<file path="src/rtl/pipeline_hazard_controller_pkg.sv">
// pipeline_hazard_controller_pkg: shared opcodes, FSM states and operand-use decode
package pipeline_hazard_controller_pkg;
  localparam logic [6:0] OP_LUI    = 7'b0110111;
  localparam logic [6:0] OP_AUIPC  = 7'b0010111;
  localparam logic [6:0] OP_JAL    = 7'b1101111;
  localparam logic [6:0] OP_STORE  = 7'b0100011;
  localparam logic [6:0] OP_RTYPE  = 7'b0110011;
  localparam logic [6:0] OP_BRANCH = 7'b1100011;
  typedef enum logic [1:0] {RUN, MEM_WAIT, ERR} state_t;
  function automatic logic rs1_used(input logic [6:0] op);
    return !(op inside {OP_LUI, OP_AUIPC, OP_JAL});
  endfunction
  function automatic logic rs2_used(input logic [6:0] op);
    return op inside {OP_STORE, OP_RTYPE, OP_BRANCH};
  endfunction
endpackage

</file>
<file path="src/rtl/pipeline_hazard_controller_if.sv">
// pipeline_hazard_controller_if: MEM-stage data-memory request/ready handshake
interface pipeline_hazard_controller_if;
  logic MEM_DmemReq;
  logic MEM_DmemReady;
  modport master (output MEM_DmemReq, input MEM_DmemReady);
  modport slave (input MEM_DmemReq, output MEM_DmemReady);
  modport mon (input MEM_DmemReq, input MEM_DmemReady);
endinterface

</file>
<file path="src/rtl/pipeline_hazard_controller_sat_counter.sv">
// sat_counter: counter that sticks at all-ones, cleared asynchronously
module sat_counter #(
  parameter int W = 16
) (
  input  logic         clk,
  input  logic         rst_n,
  input  logic         en_i,
  output logic [W-1:0] cnt_o
);
  // count enabled cycles until all-ones, then hold
  always_ff @(posedge clk or negedge rst_n)
    if (!rst_n) cnt_o <= '0;
    else cnt_o <= cnt_o + W'(en_i && !(&cnt_o));
endmodule

</file>
<file path="src/rtl/pipeline_hazard_controller.sv">
// pipeline_hazard_controller: load-use stall, branch flush and dmem freeze sequencing
module pipeline_hazard_controller
  import pipeline_hazard_controller_pkg::*;
#(
  parameter int MEM_TIMEOUT = 64,
  parameter int CNT_WIDTH   = 16
) (
  input  logic                 clk,
  input  logic                 reset_n,
  input  logic [6:0]           ID_opcode,
  input  logic [4:0]           ID_ReadRegNum1,
  input  logic [4:0]           ID_ReadRegNum2,
  input  logic                 EX_cntl_MemRead,
  input  logic [4:0]           EX_WriteRegNum,
  input  logic                 EX_BranchTaken,
  pipeline_hazard_controller_if.mon dmem,
  output logic                 PC_Write,
  output logic                 IF_ID_Write,
  output logic                 IF_ID_Flush,
  output logic                 ID_EX_Write,
  output logic                 ID_EX_Flush,
  output logic                 EX_MEM_Write,
  output logic                 MEM_WB_Bubble,
  output logic                 MemTimeoutErr,
  output logic [CNT_WIDTH-1:0] StallCycles,
  output logic [CNT_WIDTH-1:0] FlushCount
);
  localparam int WW = $clog2(MEM_TIMEOUT + 1);
  state_t        state_q, state_d;
  logic [WW-1:0] wait_q, wait_d;
  logic          err_q, err_d;
  logic          load_use, mem_stall, freeze, go, hold_id, stall_en, flush_en;
  assign load_use = EX_cntl_MemRead && EX_WriteRegNum != 5'd0 &&
                    ((rs1_used(ID_opcode) && EX_WriteRegNum == ID_ReadRegNum1) ||
                     (rs2_used(ID_opcode) && EX_WriteRegNum == ID_ReadRegNum2));
  assign mem_stall = dmem.MEM_DmemReq && !dmem.MEM_DmemReady;
  assign freeze    = state_q == ERR || mem_stall;
  assign go        = reset_n && !freeze;
  assign hold_id   = load_use && !EX_BranchTaken;
  assign PC_Write      = go && !hold_id;
  assign IF_ID_Write   = go && !hold_id;
  assign IF_ID_Flush   = go && EX_BranchTaken;
  assign ID_EX_Write   = go;
  assign ID_EX_Flush   = go && (EX_BranchTaken || load_use);
  assign EX_MEM_Write  = go;
  assign MEM_WB_Bubble = reset_n && freeze;
  assign MemTimeoutErr = err_q;
  assign stall_en = (mem_stall && state_q != ERR) || (go && hold_id);
  assign flush_en = go && EX_BranchTaken;
  // next state: enter wait on a stall, time out to ERR, release on ready
  always_comb begin
    state_d = state_q;
    wait_d  = wait_q;
    err_d   = err_q;
    if (state_q != ERR) begin
      state_d = !mem_stall ? RUN : (state_q == MEM_WAIT && wait_q == WW'(MEM_TIMEOUT - 1)) ? ERR : MEM_WAIT;
      wait_d  = !mem_stall ? '0 : state_q == RUN ? WW'(1) : wait_q + WW'(1);
      err_d   = state_d == ERR;
    end
  end
  // FSM state, wait counter and sticky timeout flag
  always_ff @(posedge clk or negedge reset_n)
    if (!reset_n) begin
      state_q <= RUN;
      wait_q  <= '0;
      err_q   <= 1'b0;
    end else begin
      state_q <= state_d;
      wait_q  <= wait_d;
      err_q   <= err_d;
    end
  sat_counter #(.W(CNT_WIDTH)) u_stall (.clk(clk), .rst_n(reset_n), .en_i(stall_en), .cnt_o(StallCycles));
  sat_counter #(.W(CNT_WIDTH)) u_flush (.clk(clk), .rst_n(reset_n), .en_i(flush_en), .cnt_o(FlushCount));
endmodule

</file>
<file path="src/flat_wrapper.sv">
// flat-port wrapper written by rule: the top's interface ports become plain ports
module pipeline_hazard_controller_flat import pipeline_hazard_controller_pkg::*;
#(
  parameter int MEM_TIMEOUT = 64,
  parameter int CNT_WIDTH   = 16
)
  (clk, reset_n, ID_opcode, ID_ReadRegNum1, ID_ReadRegNum2, EX_cntl_MemRead, EX_WriteRegNum, EX_BranchTaken, PC_Write, IF_ID_Write, IF_ID_Flush, ID_EX_Write, ID_EX_Flush, EX_MEM_Write, MEM_WB_Bubble, MemTimeoutErr, StallCycles, FlushCount, dmem_MEM_DmemReq, dmem_MEM_DmemReady);
  pipeline_hazard_controller_if dmem_i ();
  input  logic clk;
  input  logic reset_n;
  input  logic [6:0] ID_opcode;
  input  logic [4:0] ID_ReadRegNum1;
  input  logic [4:0] ID_ReadRegNum2;
  input  logic EX_cntl_MemRead;
  input  logic [4:0] EX_WriteRegNum;
  input  logic EX_BranchTaken;
  output logic PC_Write;
  output logic IF_ID_Write;
  output logic IF_ID_Flush;
  output logic ID_EX_Write;
  output logic ID_EX_Flush;
  output logic EX_MEM_Write;
  output logic MEM_WB_Bubble;
  output logic MemTimeoutErr;
  output logic [CNT_WIDTH-1:0] StallCycles;
  output logic [CNT_WIDTH-1:0] FlushCount;
  input wire logic [$bits(dmem_i.MEM_DmemReq)-1:0] dmem_MEM_DmemReq;
  input wire logic [$bits(dmem_i.MEM_DmemReady)-1:0] dmem_MEM_DmemReady;
  assign dmem_i.MEM_DmemReq = dmem_MEM_DmemReq;
  assign dmem_i.MEM_DmemReady = dmem_MEM_DmemReady;
  pipeline_hazard_controller #(.MEM_TIMEOUT(MEM_TIMEOUT), .CNT_WIDTH(CNT_WIDTH)) u_core (.clk(clk), .reset_n(reset_n), .ID_opcode(ID_opcode), .ID_ReadRegNum1(ID_ReadRegNum1), .ID_ReadRegNum2(ID_ReadRegNum2), .EX_cntl_MemRead(EX_cntl_MemRead), .EX_WriteRegNum(EX_WriteRegNum), .EX_BranchTaken(EX_BranchTaken), .dmem(dmem_i), .PC_Write(PC_Write), .IF_ID_Write(IF_ID_Write), .IF_ID_Flush(IF_ID_Flush), .ID_EX_Write(ID_EX_Write), .ID_EX_Flush(ID_EX_Flush), .EX_MEM_Write(EX_MEM_Write), .MEM_WB_Bubble(MEM_WB_Bubble), .MemTimeoutErr(MemTimeoutErr), .StallCycles(StallCycles), .FlushCount(FlushCount));
endmodule
</file>
<file path="config.mk">
export PLATFORM = sky130hd
export DESIGN_NAME = pipeline_hazard_controller_flat
export DESIGN_NICKNAME = d
export VERILOG_FILES = /design/src/rtl/pipeline_hazard_controller_pkg.sv /design/src/rtl/pipeline_hazard_controller_if.sv /design/src/rtl/pipeline_hazard_controller_sat_counter.sv /design/src/rtl/pipeline_hazard_controller.sv /design/src/flat_wrapper.sv
export SDC_FILE = /design/constraint.sdc
export NUM_CORES = 1
export LEC_CHECK = 0
export BUFFER_PORTS_ARGS = -buffer_cell sky130_fd_sc_hd__buf_2
export CORE_MARGIN = 2
export CORE_UTILIZATION = 30
export DETAILED_ROUTE_END_ITERATION = 8
export MAX_ROUTING_LAYER = met4
export PLACE_DENSITY = 0.61
export SYNTH_ARGS = -nofsm -noshare
export SYNTH_HDL_FRONTEND = slang
export SYNTH_SLANG_ARGS = --single-unit
</file>
<file path="constraint.sdc">
create_clock -name clk -period 2.3 [get_ports clk]
set_clock_uncertainty 0.15 [all_clocks]
set_input_delay 0.115 -clock clk [delete_from_list [all_inputs] [get_ports clk]]
set_output_delay 0.115 -clock clk [all_outputs]
set_load 0.1 [all_outputs]
</file>
==> metrics.cfg <==
[status]
outcome = finished, final reports clean

[detailed_routing]
dr.pass1.iters = 4
viasPerCell = 4.82
drtIter0Drc = 39
ant_nets = 0
drc = 0
wire_per_inst_um = 12.9
wirelength_um = 4780
dr_total_vias = 1782

[synthesis]
postSynthAreaPerCell_um2 = 10.7
yosysSeqAreaShare_pct = 49.4
yosysWarnings = 0
synthArstFlopShare_pct = 100
synth_seq_cells = 41
synthCells = 194
yosysTopAreaCell = dfrtp_1
synth_area_leaders = dfrtp_1 49%, xnor2_1 12%, xor2_1 4.2%
synth_top_area_share_pct = 49.4
yosys_most_used_dff = dfrtp_1
yosysUniqueCellTypes = 35
synth_nets = 227
synth_edf_count = 0
syn-cell-area_um2 = 2080

[timing]
fmax_mhz = 450
period_needed_ns = 2.22
tightest_slew_ns = 0.532
maxSlewViolCount = 0
final_hold_viol_count = 0
relSlewSlack_pct = 64.6
whs_ns = 0.0839
finalCritPeriodShare_pct = 96.6
finalSetupTns_ns = 0
setup_viol = 0

[power_and_ir_drop]
finalPower_mw = 2.77
irDropWorstVdd_mv = 0.860
leakagePower_nw = 1.45
pwr_density_cell_nw_per_um2 = 903

[setup_path]
crit_required_ns = 2.32
crit_type = reg -> reg
crit_fanout = 4
cpPeakStageDelay_ns = 0.41
path_cells = and4_4, and4_4, nand3_2, and3_1, a32o_2, ha_4, ha_4, buf_4, xor2_1
worst_setup_path_end_kind = register
crit_buf_inv = 1
crit_path_top_delay_cell = dfrtp_4
crit_arrival_ns = 2.25
cpLargestDelayFamily = simple AND/OR/NAND/NOR gates
startpoint_type = register

[floorplanning]
initial_utilization_pct = 30.7
num_rows = 30
pin_count = 68
die-area_um2 = 7600
dieWidth_um = 87.2
core_area_um2 = 6760
fp.dieH_um = 87.2

[cts]
tritoncts = yes
clkTransAtPathRegs_ns = 0.09
clk_latency_ns = 0.29
cts_root_buf = clkbuf_8
cts.sinks = 41
clk_path_buf_depth = 2
cts_buffers = 5
htreeDepth = 2

[finish]
final_area_um2 = 3070
n_antenna_cell = 0
post_route_cells_drive_above_1_share_pct = 55.2
instances_no_fill = 370
syn_to_final_growth_pct = 47.9
nNetsFinal = 322

[placement]
place_area_um2 = 2880
io_buffers = 67
dp_hpwl_um = 3660
post-place-cells = 357
place_congestion = 0.806

[global_routing]
grt_pass1_wl_um = 8170
track_usage_pct = 13.9
grt_max_degree = 43
overflow = 0
grt_pass1_vias = 1727
antenna_found_initial = 0

[run]
drv_cap = 0

[min_path]
min_path_type = in -> reg

## timing repair
action                                  CTS  global route
hold buffers                              1             0
buffers inserted                          0             4
endpoints found under the setup margin    0            19
gates resized for setup                   0            11
endpoints found under the hold margin    41             0
## placed cells by master, fill, tap and decap left out, types with 4 or more instances in the layout
master	n
and3_1	9
and4_4	4
buf_12	4
buf_2	63
buf_4	25
clkbuf_8	5
dfrtp_1	16
dfrtp_2	15
dfrtp_4	10
nand2_1	10
nand2_2	6
nand3_1	10
nand3_2	5
nand4_1	9
o21ai_1	10
xnor2_1	28
xor2_1	10
## layout make-up
class,instances,area [um^2]
flip-flops and latches,41,1080
clock buffers,6,72.6
clock inverters,2,35.0
fillers,647,3680
multi-input cells,143,1150
repair buffers,94,604
inverters,4,28.8
well taps,80,100
## stage by stage
step	worst slack (ns)	utilization, %
6_report	0.0780	45.5
4_1_cts	0.00703	44.3
3_5_place_dp	-0.0346	42.6
3_3_place_gp	0.0153	42.6
5_1_grt	-0.00117	45.5
2_1_floorplan	-0.234	-
## power by group
part,leakage [nW],switching (mW),internal [mW]
Combinational,0.880,0.971,0.298
Clock,0.0552,0.253,0.322
Sequential,0.512,0.0776,0.851
## registers in the layout, indices dropped and copies added (netlist names)
name,flops
u_core.wait_q,7
u_core.MemTimeoutErr,1
u_core.u_flush.cnt_o,16
u_core.u_stall.cnt_o,16
u_core.state_q,1
## cell usage after synthesis, drive strengths merged, types with 4 or more instances
library cell,number
dfrtp,41
xnor2,29
nand2,16
nand3,16
and3,11
o21ai,10
xor2,10
nand4,9
and2,6
ha,5
and4,4
## per-layer routing
layer,track usage (%),routed length (um)
met2,21.9,2260
met4,2.94,52
met1,18.6,2280
met3,2.94,190
met5,-,0
## final timing paths
path	startpoint	to	slack [ns]	cells past startpoint
min in group asynchronous	reset_n	u_core.wait_q[1]$_DFFE_PN0P_	0.30	3
worst max register to register	u_core.u_stall.cnt_o[3]$_DFF_PN0_	u_core.u_stall.cnt_o[2]$_DFF_PN0_	0.08	9
worst min register to register	u_core.u_flush.cnt_o[6]$_DFF_PN0_	u_core.u_flush.cnt_o[6]$_DFF_PN0_	0.32	1
worst max-delay path	u_core.u_stall.cnt_o[3]$_DFF_PN0_	u_core.u_stall.cnt_o[2]$_DFF_PN0_	0.08	9
worst min-delay path	dmem_MEM_DmemReq	u_core.state_q[0]$_DFFE_PN0P_	0.08	4
max in group asynchronous	reset_n	u_core.u_stall.cnt_o[4]$_DFF_PN0_	1.29	3
## kinds of logic after synthesis
logic type,after synthesis,share of synthesized area (%)
adders and majority gates,5,3.01
buffers and inverters,10,2.35
DFF,41,49.4
AOI/OAI and AO/OA,23,7.47
xor gates and xnor gates,39,16.4
and+or+nand+nor,76,21.3
## tightest hold or removal path, cell delays in order
cell      delay (ns)
buf_2           0.10
nand2b_1        0.09
buf_4           0.14
nor3_1          0.05
Power figures use the tool's default switching activity.
